==> src/rtl/alu_defs.sv <==
// Shared definitions for the ALU scheduler: opcodes, FSM states and the
// round-robin pick used when both requesters compete.
package alu_defs;

  // Datapath width the scheduler and ALU are built for.
  localparam int unsigned DataWidth = 16;

  // ALU opcodes as presented on rN_op.
  typedef enum logic [1:0] {
    OpAdd  = 2'b00,
    OpSub  = 2'b01,
    OpNand = 2'b10,
    OpNop  = 2'b11
  } op_e;

  // Scheduler FSM states.
  typedef enum logic [1:0] {
    StIdle = 2'b00,
    StExec = 2'b01,
    StDone = 2'b10
  } state_e;

  // Requester index to grant. A tie goes to the one not granted last;
  // a lone request wins regardless of history.
  function automatic logic rr_pick(input logic v0, input logic v1, input logic last);
    if (v0 && v1) begin
      return ~last;
    end
    return ~v0;
  endfunction

endpackage

==> src/rtl/alu_sched_if.sv <==
// Handshake bundle for the two requesters and the result consumer.
// master = requester/consumer side, slave = scheduler side.
interface alu_sched_if #(
  parameter int unsigned WIDTH = 16
);

  logic             r0_valid;
  logic             r0_ready;
  logic [WIDTH-1:0] r0_a;
  logic [WIDTH-1:0] r0_b;
  logic [1:0]       r0_op;

  logic             r1_valid;
  logic             r1_ready;
  logic [WIDTH-1:0] r1_a;
  logic [WIDTH-1:0] r1_b;
  logic [1:0]       r1_op;

  logic             out_valid;
  logic             out_ready;
  logic [WIDTH-1:0] out_result;
  logic             out_id;
  logic             out_nop;

  modport master (
    output r0_valid, r0_a, r0_b, r0_op,
    output r1_valid, r1_a, r1_b, r1_op,
    output out_ready,
    input  r0_ready, r1_ready,
    input  out_valid, out_result, out_id, out_nop
  );

  modport slave (
    input  r0_valid, r0_a, r0_b, r0_op,
    input  r1_valid, r1_a, r1_b, r1_op,
    input  out_ready,
    output r0_ready, r1_ready,
    output out_valid, out_result, out_id, out_nop
  );

endinterface

==> src/rtl/alu.sv <==
// Combinational ALU: ADD/SUB modulo 2^WIDTH, bitwise NAND, and a NOP that
// yields a clean zero plus a flag.
module alu
  import alu_defs::*;
#(
  parameter int unsigned WIDTH = 16
) (
  input  logic [WIDTH-1:0] a,
  input  logic [WIDTH-1:0] b,
  input  op_e              op,
  output logic [WIDTH-1:0] result,
  output logic             nop
);

  // Single arithmetic path; carry/borrow fall off the top naturally.
  always_comb begin
    result = '0;
    nop    = 1'b0;
    unique case (op)
      OpAdd:  result = a + b;
      OpSub:  result = a - b;
      OpNand: result = ~(a & b);
      OpNop:  nop = 1'b1;
    endcase
  end

endmodule

==> src/rtl/alu_sched.sv <==
// Two-requester ALU scheduler: round-robin grant in IDLE, one cycle of
// execution, then hold the registered result until the consumer takes it.
module alu_sched
  import alu_defs::*;
#(
  parameter int unsigned WIDTH = 16
) (
  input logic        clk,
  input logic        rst,
  alu_sched_if.slave bus
);

  state_e           state_q, state_d;
  logic             last_q, last_d;   // requester granted most recently
  logic             grant_any;
  logic             grant_id;

  logic [WIDTH-1:0] a_q, b_q;
  op_e              op_q;
  logic             id_q;

  logic             out_valid_q;
  logic [WIDTH-1:0] result_q;
  logic             out_id_q;
  logic             nop_q;

  logic [WIDTH-1:0] alu_result;
  logic             alu_nop;

  // Next-state, arbitration and the combinational ready strobes.
  always_comb begin
    state_d      = state_q;
    last_d       = last_q;
    grant_any    = 1'b0;
    grant_id     = 1'b0;
    bus.r0_ready = 1'b0;
    bus.r1_ready = 1'b0;
    case (state_q)
      StIdle: begin
        // Ready is masked during reset so nobody believes it was accepted.
        if (!rst && (bus.r0_valid || bus.r1_valid)) begin
          grant_any    = 1'b1;
          grant_id     = rr_pick(bus.r0_valid, bus.r1_valid, last_q);
          bus.r0_ready = ~grant_id;
          bus.r1_ready = grant_id;
          last_d       = grant_id;
          state_d      = StExec;
        end
      end
      StExec: state_d = StDone;
      StDone: begin
        if (bus.out_ready) begin
          state_d = StIdle;
        end
      end
      default: state_d = StIdle;
    endcase
  end

  // State register; reset makes requester 0 win the first tie.
  always_ff @(posedge clk) begin
    if (rst) begin
      state_q <= StIdle;
      last_q  <= 1'b1;
    end else begin
      state_q <= state_d;
      last_q  <= last_d;
    end
  end

  // Capture the granted requester's operation on the accepting edge.
  always_ff @(posedge clk) begin
    if (rst) begin
      a_q  <= '0;
      b_q  <= '0;
      op_q <= OpAdd;
      id_q <= 1'b0;
    end else if (grant_any) begin
      a_q  <= grant_id ? bus.r1_a : bus.r0_a;
      b_q  <= grant_id ? bus.r1_b : bus.r0_b;
      op_q <= op_e'(grant_id ? bus.r1_op : bus.r0_op);
      id_q <= grant_id;
    end
  end

  alu #(
    .WIDTH(WIDTH)
  ) u_alu (
    .a      (a_q),
    .b      (b_q),
    .op     (op_q),
    .result (alu_result),
    .nop    (alu_nop)
  );

  // Result registers: loaded at the end of EXEC, held until the handshake.
  always_ff @(posedge clk) begin
    if (rst) begin
      out_valid_q <= 1'b0;
      result_q    <= '0;
      out_id_q    <= 1'b0;
      nop_q       <= 1'b0;
    end else if (state_q == StExec) begin
      out_valid_q <= 1'b1;
      result_q    <= alu_result;
      out_id_q    <= id_q;
      nop_q       <= alu_nop;
    end else if (state_q == StDone && bus.out_ready) begin
      out_valid_q <= 1'b0;
    end
  end

  assign bus.out_valid  = out_valid_q;
  assign bus.out_result = result_q;
  assign bus.out_id     = out_id_q;
  assign bus.out_nop    = nop_q;

endmodule

==> src/flat_wrapper.sv <==
// flat-port wrapper written by rule: the top's interface ports become plain ports
module alu_sched_flat import alu_defs::*;
#(
  parameter int unsigned WIDTH = 16
)
  (clk, rst, bus_r0_valid, bus_r0_a, bus_r0_b, bus_r0_op, bus_r1_valid, bus_r1_a, bus_r1_b, bus_r1_op, bus_out_ready, bus_r0_ready, bus_r1_ready, bus_out_valid, bus_out_result, bus_out_id, bus_out_nop);
  alu_sched_if #(.WIDTH(WIDTH)) bus_i ();
  input logic clk;
  input logic rst;
  input wire logic [$bits(bus_i.r0_valid)-1:0] bus_r0_valid;
  input wire logic [$bits(bus_i.r0_a)-1:0] bus_r0_a;
  input wire logic [$bits(bus_i.r0_b)-1:0] bus_r0_b;
  input wire logic [$bits(bus_i.r0_op)-1:0] bus_r0_op;
  input wire logic [$bits(bus_i.r1_valid)-1:0] bus_r1_valid;
  input wire logic [$bits(bus_i.r1_a)-1:0] bus_r1_a;
  input wire logic [$bits(bus_i.r1_b)-1:0] bus_r1_b;
  input wire logic [$bits(bus_i.r1_op)-1:0] bus_r1_op;
  input wire logic [$bits(bus_i.out_ready)-1:0] bus_out_ready;
  output wire logic [$bits(bus_i.r0_ready)-1:0] bus_r0_ready;
  output wire logic [$bits(bus_i.r1_ready)-1:0] bus_r1_ready;
  output wire logic [$bits(bus_i.out_valid)-1:0] bus_out_valid;
  output wire logic [$bits(bus_i.out_result)-1:0] bus_out_result;
  output wire logic [$bits(bus_i.out_id)-1:0] bus_out_id;
  output wire logic [$bits(bus_i.out_nop)-1:0] bus_out_nop;
  assign bus_i.r0_valid = bus_r0_valid;
  assign bus_i.r0_a = bus_r0_a;
  assign bus_i.r0_b = bus_r0_b;
  assign bus_i.r0_op = bus_r0_op;
  assign bus_i.r1_valid = bus_r1_valid;
  assign bus_i.r1_a = bus_r1_a;
  assign bus_i.r1_b = bus_r1_b;
  assign bus_i.r1_op = bus_r1_op;
  assign bus_i.out_ready = bus_out_ready;
  assign bus_r0_ready = bus_i.r0_ready;
  assign bus_r1_ready = bus_i.r1_ready;
  assign bus_out_valid = bus_i.out_valid;
  assign bus_out_result = bus_i.out_result;
  assign bus_out_id = bus_i.out_id;
  assign bus_out_nop = bus_i.out_nop;
  alu_sched #(.WIDTH(WIDTH)) u_core (.clk(clk), .rst(rst), .bus(bus_i));
endmodule
==> config.mk <==
export PLATFORM = sky130hd
export DESIGN_NAME = alu_sched_flat
export DESIGN_NICKNAME = d
export VERILOG_FILES = /design/src/rtl/alu_defs.sv /design/src/rtl/alu_sched_if.sv /design/src/rtl/alu.sv /design/src/rtl/alu_sched.sv /design/src/flat_wrapper.sv
export SDC_FILE = /design/constraint.sdc
export NUM_CORES = 1
export LEC_CHECK = 0
export ABC_CLOCK_PERIOD_IN_PS = 2900
export BUFFER_PORTS_ARGS = -buffer_cell sky130_fd_sc_hd__buf_4
export CAP_MARGIN = 15
export CORE_MARGIN = 2
export CORE_UTILIZATION = 48
export DETAILED_ROUTE_END_ITERATION = 10
export PLACE_DENSITY = 0.76
export SYNTH_ARGS = -nofsm -noshare
export SYNTH_HDL_FRONTEND = slang
export SYNTH_SLANG_ARGS = --single-unit
export TNS_END_PERCENT = 10
==> constraint.sdc <==
create_clock -name clk -period 2.9 [get_ports clk]
set_clock_uncertainty 0.2 [all_clocks]
set_input_delay 0.145 -clock clk [delete_from_list [all_inputs] [get_ports clk]]
set_output_delay 0.145 -clock clk [all_outputs]
set_load 0.01 [all_outputs]
== Word level (Yosys, flattened, before mapping) ==
Cells that the tools add are included.

* $add $sub $neg: 2
* Bitwise logic cells: 5
* Reductions and logical operators: 10
* Multiplexer cells: 23
* Equality and inequality tests: 7

{| class="wikitable"
|+ Operators by type and width
! kind !! count
|-
| $pmux W16 S3 || 1
|-
| $mux W16 || 2
|-
| $add A16 B16 Y16 || 1
|-
| $and A16 B16 Y16 || 1
|-
| $mux W1 || 16
|-
| $not A16 Y16 || 1
|-
| $sub A16 B16 Y16 || 1
|-
| $eq A2 B2 Y1 const B || 3
|-
| $mux W2 || 3
|-
| $pmux W2 S3 || 1
|-
| $eq A2 B1 Y1 const B || 2
|-
| $logic_not A2 Y1 || 2
|-
| $reduce_and A2 Y1 || 2
|-
| $logic_and A1 B1 Y1 || 3
|-
| $not A1 Y1 || 3
|-
| $ne A2 B1 Y1 const B || 1
|-
| $ne A2 B2 Y1 const B || 1
|-
| $reduce_bool A2 Y1 || 1
|-
| $logic_not A1 Y1 || 1
|-
| $logic_or A1 B1 Y1 || 1
|}

* Output and inout bits: 21
* Input port bits: 73
* Bits in registers: 57
* Word-level logic and storage cells: 57

== Logic depth before layout (Yosys ltp) ==
* Depth after elaboration: 10
* Mapped depth: 14
* Mapped depth without buffers: 13

== Hierarchy ==
From an unflattened synthesis, not the netlist that was laid out.

* Cell total of the unflattened synthesis: 497
* Area, all modules: 4046.4 µm²

{| class="wikitable"
|+ By module, submodules not included
! module !! seq. area each (µm²) !! cells each !! area an instance (µm²) !! instances
|-
| alu_sched || 1141.1 || 302 || 2736.4 || 1
|-
| alu || 0.0 || 195 || 1310.0 || 1
|}

== Least setup slack after synthesis ==
OpenSTA, ideal clock, no wires.

* Path kind: register to register
* Start: register u_core.b_q[2]
* End: register u_core.result_q[15], in the netlist u_core.bus.out_result[15]
* Setup time: 130 ps
* Data required time: 2570 ps
* Buffers on the path: 2
* Stages on the path, launching flop included: 14
* Period minus slack after synthesis: 3136 ps
* Arrival time: 2806 ps
* Path slack: -236 ps
* Cells stage by stage: dfxtp_1 buf_6 nor4_2 nand2_1 o21ai_0 xor2_1 ha_1 clkbuf_2 a21oi_1 o21ai_0 a41o_1 a221oi_2 xnor2_1 o22ai_1

* Longest elaborated chain between the ends: 2
* Elaborated cells between the ends (all ways): 3
* Classes of those cells: 2 x add/sub; 1 x mux

{| class="wikitable"
|+ RTL lines
! item !! line !! RTL
|-
| start: declaration || alu_sched.sv:18 || <nowiki>logic [WIDTH-1:0] a_q, b_q;</nowiki>
|-
| start signal: assignment || alu_sched.sv:80 || <nowiki>b_q <= grant_id ? bus.r1_b : bus.r0_b;</nowiki>
|-
| $sub A16 B16 Y16 or $add A16 B16 Y16 (tied branches) || alu.sv:21, alu.sv:20 ||
|-
| $pmux W16 S3 (*) || alu.sv:19 || <nowiki>unique case (op)</nowiki>
|-
| end signal: assignment || alu_sched.sv:105 || <nowiki>result_q <= alu_result;</nowiki>
|-
| end: declaration || alu_sched.sv:23 || <nowiki>logic [WIDTH-1:0] result_q;</nowiki>
|}

Every way passes the cells marked *; elsewhere a longest branch is shown, timed or not.
A chain may end at the register's enable or synchronous reset.

== Final worst setup path ==
* Start: register u_core.b_q[7]
* End: register u_core.result_q[15], in the netlist u_core.bus.out_result[15]

Same word-level chain as after synthesis.

==> impl_metrics.tcl <==
set metrics [dict create \
    status "complete, but fails checks" \
    violations "negative hold slack, negative setup slack" \
    synth_cell_types 53 \
    die_y_um 91.32 \
    n_antenna_cell 0 \
    cap_violations 0 \
    tightest_slew_ns 0.6894 \
    finalMaxSlewViolations 0 \
    p_clk_share_pct 23.2 \
    clock-sinks 57 \
    crit_chain "or4_4, o21ai_4, nand2_2, xnor2_1, ha_1, buf_4, buf_4, a41o_1, a221oi_2, xnor2_1, o22ai_1" \
    area_growth_pct 59.01 \
    cp-start-kind "flip-flop" \
    synth_edf_count 0 \
    grt_overflow_total 0 \
    core_region_area_um2 7331 \
    multi_input_area_um2 2562 \
    relSlewSlack_pct 54.04 \
    start_util_pct 49.92 \
    cts_root_buf "clkbuf_8" \
    fin_util_pct 79.38 \
    die_area_um2 8339 \
    grt_usage_pct 30.04 \
    peakVddDrop_uv 316.4 \
    row_count 31 \
    combPwrFrac_pct 49.6 \
    fillers 443 \
    num_vias 4148 \
    avgSynthCellArea_um2 8.280 \
    io_buffers 93 \
    arrival_ns 3.10 \
    synth_nets 533 \
    rsz0062_at_grt "true" \
    switchingPower_w 0.001313 \
    seqPwrFrac_pct 27.2 \
    synthFlopType "dfxtp_1" \
    nNetsFinal 722 \
    fin_tns_setup_ns -0.3220 \
    timing.final.ws_setup_ns -0.2033 \
    setup_viol 5 \
    clk_pin_slew_ns 0.08 \
    path_max_fanout 4 \
    min_path_type "in2reg" \
    via_per_inst 5.644 \
    regArea_um2 1144 \
    yosysWarnings 0 \
    ios 94 \
    grt_pass1_vias 4092 \
    htree_levels 3 \
    tritoncts "built" \
    period_needed_ns 3.103 \
    crit_type "reg2reg" \
    clockBufferDepth 2 \
    cp-end-kind "flip-flop" \
    finalHoldViolCount 1 \
    place_congestion 0.8906 \
    drtAntennaViolNets 0 \
    clock_latency_ns 0.34 \
    fmax_mhz 322.2 \
    p_leak_nw 2.575 \
    critical_path_required_ns 2.90 \
    synthCells 442 \
    grt_max_degree 59 \
    ys_seq_elements 57 \
    dp_hpwl_um 7538 \
    grt_pass1_wl_um 20060 \
    drive_gt1_share_pct 32.86 \
    firstDrtPassIters 5 \
    antenna_found_initial 0 \
    timing.final.crit_share_pct 107.0 \
    ys_seq_area_share_pct 31.18 \
    netSwitchingFraction_pct 36.80 \
    p_int_w 0.002255 \
    post_drt_wl_per_cell_um 17.33 \
    async_flop_share_pct 0 \
    drtIter0Drc 229 \
    power.density_nw_per_um2 613.2 \
    die_x_um 91.32 \
    cts_buffers 9 \
    wl_um 12730 \
    holdWs_ns -0.009595 \
    cpMaxStageDelayCell "or4_4" \
    critPathMaxStageDelay_ns 0.61 \
    synthesis.area_um2 3660 \
    drc 0 \
]
==> critical path, delay by kind of cell (launching register included) <==
family	cells	cell delay [ns]
and+or+nand+nor	2	0.68
adders and majority gates	1	0.30
DFF	1	0.32
AOI/OAI and AO/OA	4	0.80
xor gates and xnor gates	2	0.39
buffers and inverters	2	0.27
==> state kept, by name (all words and copies together), names as in the netlist <==
name / cells
u_core.id_q: 1
u_core.bus.out_nop: 1
u_core.a_q: 16
u_core.bus.out_result: 16
u_core.bus.out_valid: 1
u_core.last_q: 1
u_core.op_q: 2
u_core.bus.out_id: 1
u_core.b_q: 16
u_core.state_q: 2
==> path summary, 6_finish.rpt <==
kind / end / cells after the start / from / slack (ns)
worst max-delay path: u_core.bus.out_result[15]$_SDFFE_PP0P_ / 11 / u_core.b_q[7]$_SDFFE_PP0P_ / -0.20
worst min-delay path: u_core.b_q[3]$_SDFFE_PP0P_ / 3 / bus_r1_b[3] / -0.01
worst max register to register: u_core.bus.out_result[15]$_SDFFE_PP0P_ / 11 / u_core.b_q[7]$_SDFFE_PP0P_ / -0.20
worst min register to register: u_core.bus.out_nop$_SDFFE_PP0P_ / 2 / u_core.bus.out_nop$_SDFFE_PP0P_ / 0.26
==> area by class of cell <==
type | count | share of cell area [%]
clock inverters | 7 | 1.613
flip-flops and latches | 57 | 19.65
inverters | 12 | 0.7740
multi-input cells | 342 | 44.03
well taps | 99 | 2.129
clock buffers | 9 | 2.129
repair buffers | 209 | 29.67
==> cell families (layout without fill, tap and decap cells) <==
kind of cell             Yosys count  count (layout)  synth area share [%]
multiplexers                      39              39                 10.70
adder cells (fa/ha/maj)           18              18                 6.359
flip-flops                        57              57                 31.18
AO/OA/AOI/OAI                    135             135                 25.33
buffers and inverters             43             237                 4.889
AND/OR/NAND/NOR                  126             126                 15.80
XOR/XNOR                          24              24                 5.744
==> cells in the final DEF, fill, tap and decap left out, types with 9 or more instances in the layout <==
master	instances
xnor2_1	15
nor2_1	66
a21oi_2	9
a21oi_1	30
inv_1	11
xor2_1	9
dlygate4sd3_1	58
ha_1	15
nand2_1	20
a211oi_1	43
mux2i_1	38
dfxtp_1	55
buf_4	150
clkbuf_8	9
==> per-layer routing <==
metal,GRT usage [%],wire length (um),vias up
met5,0,0,-
met4,11.24,325,0
met3,4.813,776,30
met2,51.98,6298,178
met1,37.46,5334,1951
li1,-,-,1989
==> power by group through the flow <==
stage          clock network (W)  logic (W)  registers, W
6_report                0.000829    0.00177      0.000971
5_1_grt                 0.000868    0.00190      0.000981
4_1_cts                 0.000832    0.00157      0.000962
3_5_place_dp                   0    0.00142      0.000979
3_3_place_gp                   0    0.00141      0.000975
2_1_floorplan                  0   0.000869      0.000985
==> synthesized netlist by cell type (5+ instances only) <==
cell type	count	area share, %
mux2i_1	38	10
dfxtp_1	57	31
o211ai_1	5	1.0
nor2_1	68	7.0
a211oi_1	43	8.8
xnor2_1	15	3.6
nand2_1	22	2.3
xor2_1	9	2.2
a21oi_1	40	5.5
clkbuf_1	21	2.2
nor3_1	8	1.1
buf_2	6	0.82
o21ai_0	11	1.5
ha_1	17	5.8
nand2b_1	5	0.85
o21a_1	6	1.2
inv_1	12	1.2
==> per-stage QoR <==
| stage | setup WS, ns | total power, W | instance area (um2) | std cells |
|---|---|---|---|---|
| floorplan | 0.005759 | 0.001853 | 3679 | 442 |
| global placement | -0.1716 | 0.002383 | 4772 | 653 |
| detailed placement | -0.1618 | 0.002400 | 4772 | 653 |
| CTS | -0.05146 | 0.003368 | 5655 | 730 |
| global route | -0.2905 | 0.003751 | 5819 | 735 |
| finish | -0.2033 | 0.003569 | 5819 | 735 |
==> what timing repair did <==
| item | 4_1_cts | 5_1_grt |
|---|---|---|
| pin swaps | 4 | 34 |
| endpoints found under the setup margin | 7 | 9 |
| endpoints found under the hold margin | 33 | 0 |
| setup buffers | 3 | 5 |
| resized for setup | 13 | 28 |
| hold buffers | 58 | 0 |
Power figures use the tool's default switching activity.
